$ cat src/rtl/uart_pkg.sv
// rtl/uart_pkg.sv - shared byte type and default FIFO depth for the UART receive path
package uart_pkg;

  typedef logic [7:0] uart_byte_t;

  localparam int UART_FIFO_DEPTH_DEF = 16;

endpackage : uart_pkg

$ cat src/rtl/uart_rx_fifo.sv
// rtl/uart_rx_fifo.sv - first-word-fall-through byte FIFO between uart_rx and the RAM loader
// Optional almost-full flag enabled by macro UART_RX_FIFO_AFULL_EN.
module uart_rx_fifo
  import uart_pkg::*;
#(
  parameter  int DEPTH     = UART_FIFO_DEPTH_DEF,
  localparam int AW        = $clog2(DEPTH),
  parameter  int AFULL_THR = DEPTH - 2
) (
  input  logic          clk_i,
  input  logic          rst_n_i,
  input  logic          fifo_clr_i,
  input  uart_byte_t    in_data_i,
  input  logic          in_data_vld_i,
  output logic          in_data_rdy_o,
  output uart_byte_t    out_data_o,
  output logic          out_data_vld_o,
  input  logic          out_data_rdy_i,
  output logic [AW:0]   fifo_level_o,
  output logic          fifo_afull_o
);

  localparam logic [AW:0] FULL_CNT = (AW + 1)'(DEPTH);

  if (DEPTH < 2 || (DEPTH & (DEPTH - 1)) != 0 || AFULL_THR > DEPTH) begin : g_bad_cfg
    $error("uart_rx_fifo: DEPTH must be a power of two >= 2 and AFULL_THR <= DEPTH");
  end

  uart_byte_t    mem [DEPTH];
  logic [AW-1:0] wr_ptr;
  logic [AW-1:0] rd_ptr;
  logic [AW:0]   count;
  logic [AW:0]   count_nxt;
  logic          push;
  logic          pop;

  // Flags come straight from the registered count, so rdy never depends on out_data_rdy_i.
  assign in_data_rdy_o  = (count != FULL_CNT);
  assign out_data_vld_o = (count != '0);
  assign fifo_level_o   = count;

  // A flush overrides both sides; the offered byte is dropped.
  assign push = in_data_vld_i & in_data_rdy_o & ~fifo_clr_i;
  assign pop  = out_data_vld_o & out_data_rdy_i & ~fifo_clr_i;

  // Empty array slots are never read out, keeping X out of out_data_o.
  assign out_data_o = out_data_vld_o ? mem[rd_ptr] : '0;

  always_ff @(posedge clk_i) begin
    if (push) begin
      mem[wr_ptr] <= in_data_i;
    end
  end

  always_comb begin
    count_nxt = count;
    if (fifo_clr_i) begin
      count_nxt = '0;
    end else begin
      case ({push, pop})
        2'b10:   count_nxt = count + (AW + 1)'(1);
        2'b01:   count_nxt = count - (AW + 1)'(1);
        default: count_nxt = count;
      endcase
    end
  end

  always_ff @(posedge clk_i or negedge rst_n_i) begin
    if (!rst_n_i) begin
      wr_ptr <= '0;
      rd_ptr <= '0;
      count  <= '0;
    end else if (fifo_clr_i) begin
      wr_ptr <= '0;
      rd_ptr <= '0;
      count  <= '0;
    end else begin
      if (push) begin
        wr_ptr <= wr_ptr + AW'(1);
      end
      if (pop) begin
        rd_ptr <= rd_ptr + AW'(1);
      end
      count <= count_nxt;
    end
  end

`ifdef UART_RX_FIFO_AFULL_EN
  logic afull_q;

  always_ff @(posedge clk_i or negedge rst_n_i) begin
    if (!rst_n_i) begin
      afull_q <= 1'b0;
    end else begin
      afull_q <= (count_nxt >= (AW + 1)'(AFULL_THR));
    end
  end

  assign fifo_afull_o = afull_q;
`else
  assign fifo_afull_o = 1'b0;
`endif

endmodule : uart_rx_fifo

$ cat config.mk
export PLATFORM = sky130hd
export DESIGN_NAME = uart_rx_fifo
export DESIGN_NICKNAME = d
export VERILOG_FILES = /design/src/rtl/uart_pkg.sv /design/src/rtl/uart_rx_fifo.sv
export SDC_FILE = /design/constraint.sdc
export NUM_CORES = 1
export LEC_CHECK = 0
export CAP_MARGIN = 20
export CORE_MARGIN = 3
export CORE_UTILIZATION = 35
export CTS_CLUSTER_DIAMETER = 200
export DETAILED_ROUTE_END_ITERATION = 10
export DONT_BUFFER_PORTS = 1
export GPL_TIMING_DRIVEN = 0
export PLACE_DENSITY = 0.48
export SLEW_MARGIN = 40
export SYNTH_ARGS = -nofsm -noshare
export SYNTH_HDL_FRONTEND = slang
export SYNTH_SLANG_ARGS = --single-unit
$ cat constraint.sdc
create_clock -name clk_i -period 3.55 [get_ports clk_i]
set_clock_uncertainty 0.05 [all_clocks]
set_input_delay 0.355 -clock clk_i [delete_from_list [all_inputs] [get_ports clk_i]]
set_output_delay 0.355 -clock clk_i [all_outputs]
set_load 0.01 [all_outputs]
==> impl_results.md <==
* Fill count at between 1,000 and 1,500
* Crit path kind: reg2out
* Fmax achieved at ~320 MHz
* Share of cells above drive strength 1 at a little over a quarter
* Slew HR at 46.1%
* Minimum clock period at 3.15 ns
* Final period utilization at between 80% and 90%
* Fin Setup TNS at 0 ns
* Max-cap violation count at 0
* CP Buf/Inv Count at 2
* Status: completed
* Leading cell types by count after synthesis: edfxtp_1, mux4_2, nor2_1
* Wirelength per Cell at 21.7 um
* Fin nets at 358
* Ys flop type: edfxtp_1
* Sequential share of the synthesized area at 71.4%
* CTS H-tree depth at 4
* # port buffers at 0
* Clock sinks at 141
* Critical-path cell with the highest stage delay: mux4_2
* WL final at around 12,000 um
* DR iter-0 viols at 200
* Clk Latency, worst-skew pair at between 0.4 and 0.5 ns
* Yosys top cell area share at between 60% and 70%
* Logic pwr share at 19.4%
* VDD IR-drop max at 0.373 mV
* Largest net degree at the start of global routing at 17
* Net Sw Frac at 25.2%
* Vias in the first global route at around 3,000
* Clk pwr share at about two fifths
* Core area at approximately 16,000 sq um
* Post-route ant nets at 0
* Startpoint Class: flip-flop
* Vias per cell at roughly 5.0
* Layout area overhead at 18.0%
* RSZ-0062 raised after global routing: no
* Post-synth EDFFs at 128
* CP required at 3.14 ns
* Total track usage at about 15%
* Least-Margin Pin Slew at approximately 0.81 ns
* Die Width at about 140 um
* Final Instance Area at 6890 sq um
* Area contributors post-synth: edfxtp_1, mux4_2, dfrtp_1, mux2i_1, nor2_1
* Crit-path max cell delay at roughly 0.56 ns
* Critical path fanouts, max at 10
* Synth Cell Area at 5840 sq um
* Synth Area per Inst at around 19 sq um
* Area leader, netlist: edfxtp_1
* Initial Util at between 30% and 40%
* Synth async-reset ratio at 9.22%
* Crit path capture type: primary output
* Mapped Cells at 310
* Clock root buffer: clkbuf_16
* Synth Register Bits at approximately 140
* Int Pwr at between 3000 and 4000 uW
* Hold crit path type: in2reg
* Cts bufs inserted at 17
* Slew Viols, Final at 0
* P per Cell Area at slightly below 700 nW/um^2
* Die area at roughly 18,000 sq um
* Most common cell in the netlist: edfxtp_1
* FF-to-FF setup slack at 0.62 ns
* Share of power burned in registers at between 30% and 40%
* Grt ovf at 0
* Antenna cell count at 0
* Clock transition at path regs at 0.06 ns
* Row Count at between 40 and 50
* Finished Core Util at a little over two fifths
* Vias at roughly 2,900
* Drt drc at 0
* First-pass GRT wire length at around 19,000 um
* Resized cells post-CTS at 0
* Antenna violations before repair at 0
* Final hold vios at 0
* Placed inst area at ~6000 sq um
* Die height at approximately 140 um
* TritonRoute pass-1 iters at 4
* Cell family with most CP delay: buffers and inverters
* Critical Path, Cell by Cell: clkbuf_1 -> buf_2 -> mux4_2 -> mux2i_1 -> o22ai_1
* Detail Placement HPWL at about 7800 um
* Switching Power at ~1200 uW
* Arr. time, crit path at 2.74 ns
* Placer Congestion at ~0.73
* CTS max path bufs at 2
* Netlist cell types at 38
* CTS tree: done
* Syn Nets at 330
* Leak Pwr at about 0.0022 uW
* Final setup fails at 0
* Ports at 29
* YS warnings at 0
[flip-flops by register name (all words and copies together) (netlist names)]
name          cells
fifo_level_o      5
rd_ptr            4
wr_ptr            4
mem             128
[power groups by stage]
stage / registers [uW] / clock network [uW] / logic (uW)
finish: 1900 / 1940 / 924
global route: 1910 / 2040 / 1010
CTS: 1900 / 1970 / 949
detailed placement: 1940 / 0 / 913
global placement: 1940 / 0 / 907
floorplan: 1930 / 0 / 708
[logic make-up (layout without fill, tap and decap cells)]
| logic type | count (synthesis) | count (layout) | synth area share, % |
|---|---|---|---|
| other cells | 1 | 1 | 0.0642 |
| buf+inv | 19 | 60 | 1.56 |
| flops | 141 | 141 | 71.4 |
| xor+xnor | 9 | 9 | 1.35 |
| fa+ha+maj | 7 | 7 | 1.50 |
| compound gates | 20 | 20 | 2.66 |
| mux | 53 | 53 | 16.2 |
| simple gates | 60 | 60 | 5.31 |
[area by class of cell]
cell class                 count  area (sq um)  area share [%]
buffer                        17          85.1            1.23
sequential                   141          4170            60.5
tap                          216           270            3.92
timing repair buffer           9          90.1            1.31
clock inverter                15           225            3.27
inverter                       2          7.51           0.109
multi-input combinational    150          1620            23.5
clock buffer                  17           425            6.17
[what timing repair did]
action                                  in CTS  in global routing
hold buffers                                 9                  0
hold endpoints to repair                   141                  0
setup buffers                                0                  0
endpoints found under the setup margin       0                  0
[worst min-delay path, delay by kind of cell]
kind / cells / cell delay, ns
buffers and inverters: 1 / 0.15
AND/OR/NAND/NOR: 1 / 0.07
AO/OA/AOI/OAI: 1 / 0.05
[layout by cell type, fill, tap and decap left out, drive strengths merged, types with 6 or more instances in the layout]
master,count
buf,9
bufinv,6
clkbuf,25
clkinv,7
dfrtp,13
dlygate4sd3,9
edfxtp,128
ha,7
mux2i,21
mux4,32
nand2,10
nor2,29
o22ai,8
xor2,8
[final timing paths]
path / from / endpoint / cells after the start
min: out_data_rdy_i / rd_ptr[1]$_DFFE_PN0P_ / 3
max: rd_ptr[0]$_DFFE_PN0P_ / out_data_o[2] / 5
max reg2reg: fifo_level_o[1]$_DFFE_PN0P_ / fifo_level_o[4]$_DFFE_PN0P_ / 10
max in group asynchronous: rst_n_i / rd_ptr[3]$_DFFE_PN0P_ / 1
min reg2reg: wr_ptr[3]$_DFFE_PN0P_ / wr_ptr[3]$_DFFE_PN0P_ / 2
min in group asynchronous: rst_n_i / fifo_level_o[0]$_DFFE_PN0P_ / 1
[stage by stage]
stage	instances	power (uW)	setup slack, ns	hold slack (ns)
after floorplan	310	2630	0.851	0.00941
after global placement	526	2840	0.623	0.0102
after detailed placement	526	2850	0.607	0.0102
after CTS	567	4820	0.267	0.192
after global routing	567	4970	0.216	0.233
final	567	4770	0.403	0.213
[layer usage]
layer / global-route usage [%] / up-vias / share of wire, %
li1: - / 1298 / -
met1: 19.8 / 1482 / 46
met2: 22.6 / 59 / 49
met3: 3.68 / 15 / 3.6
met4: 5.99 / 0 / 1.7
met5: 0 / - / 0
No activity file was read; power rests on OpenSTA's default activity.
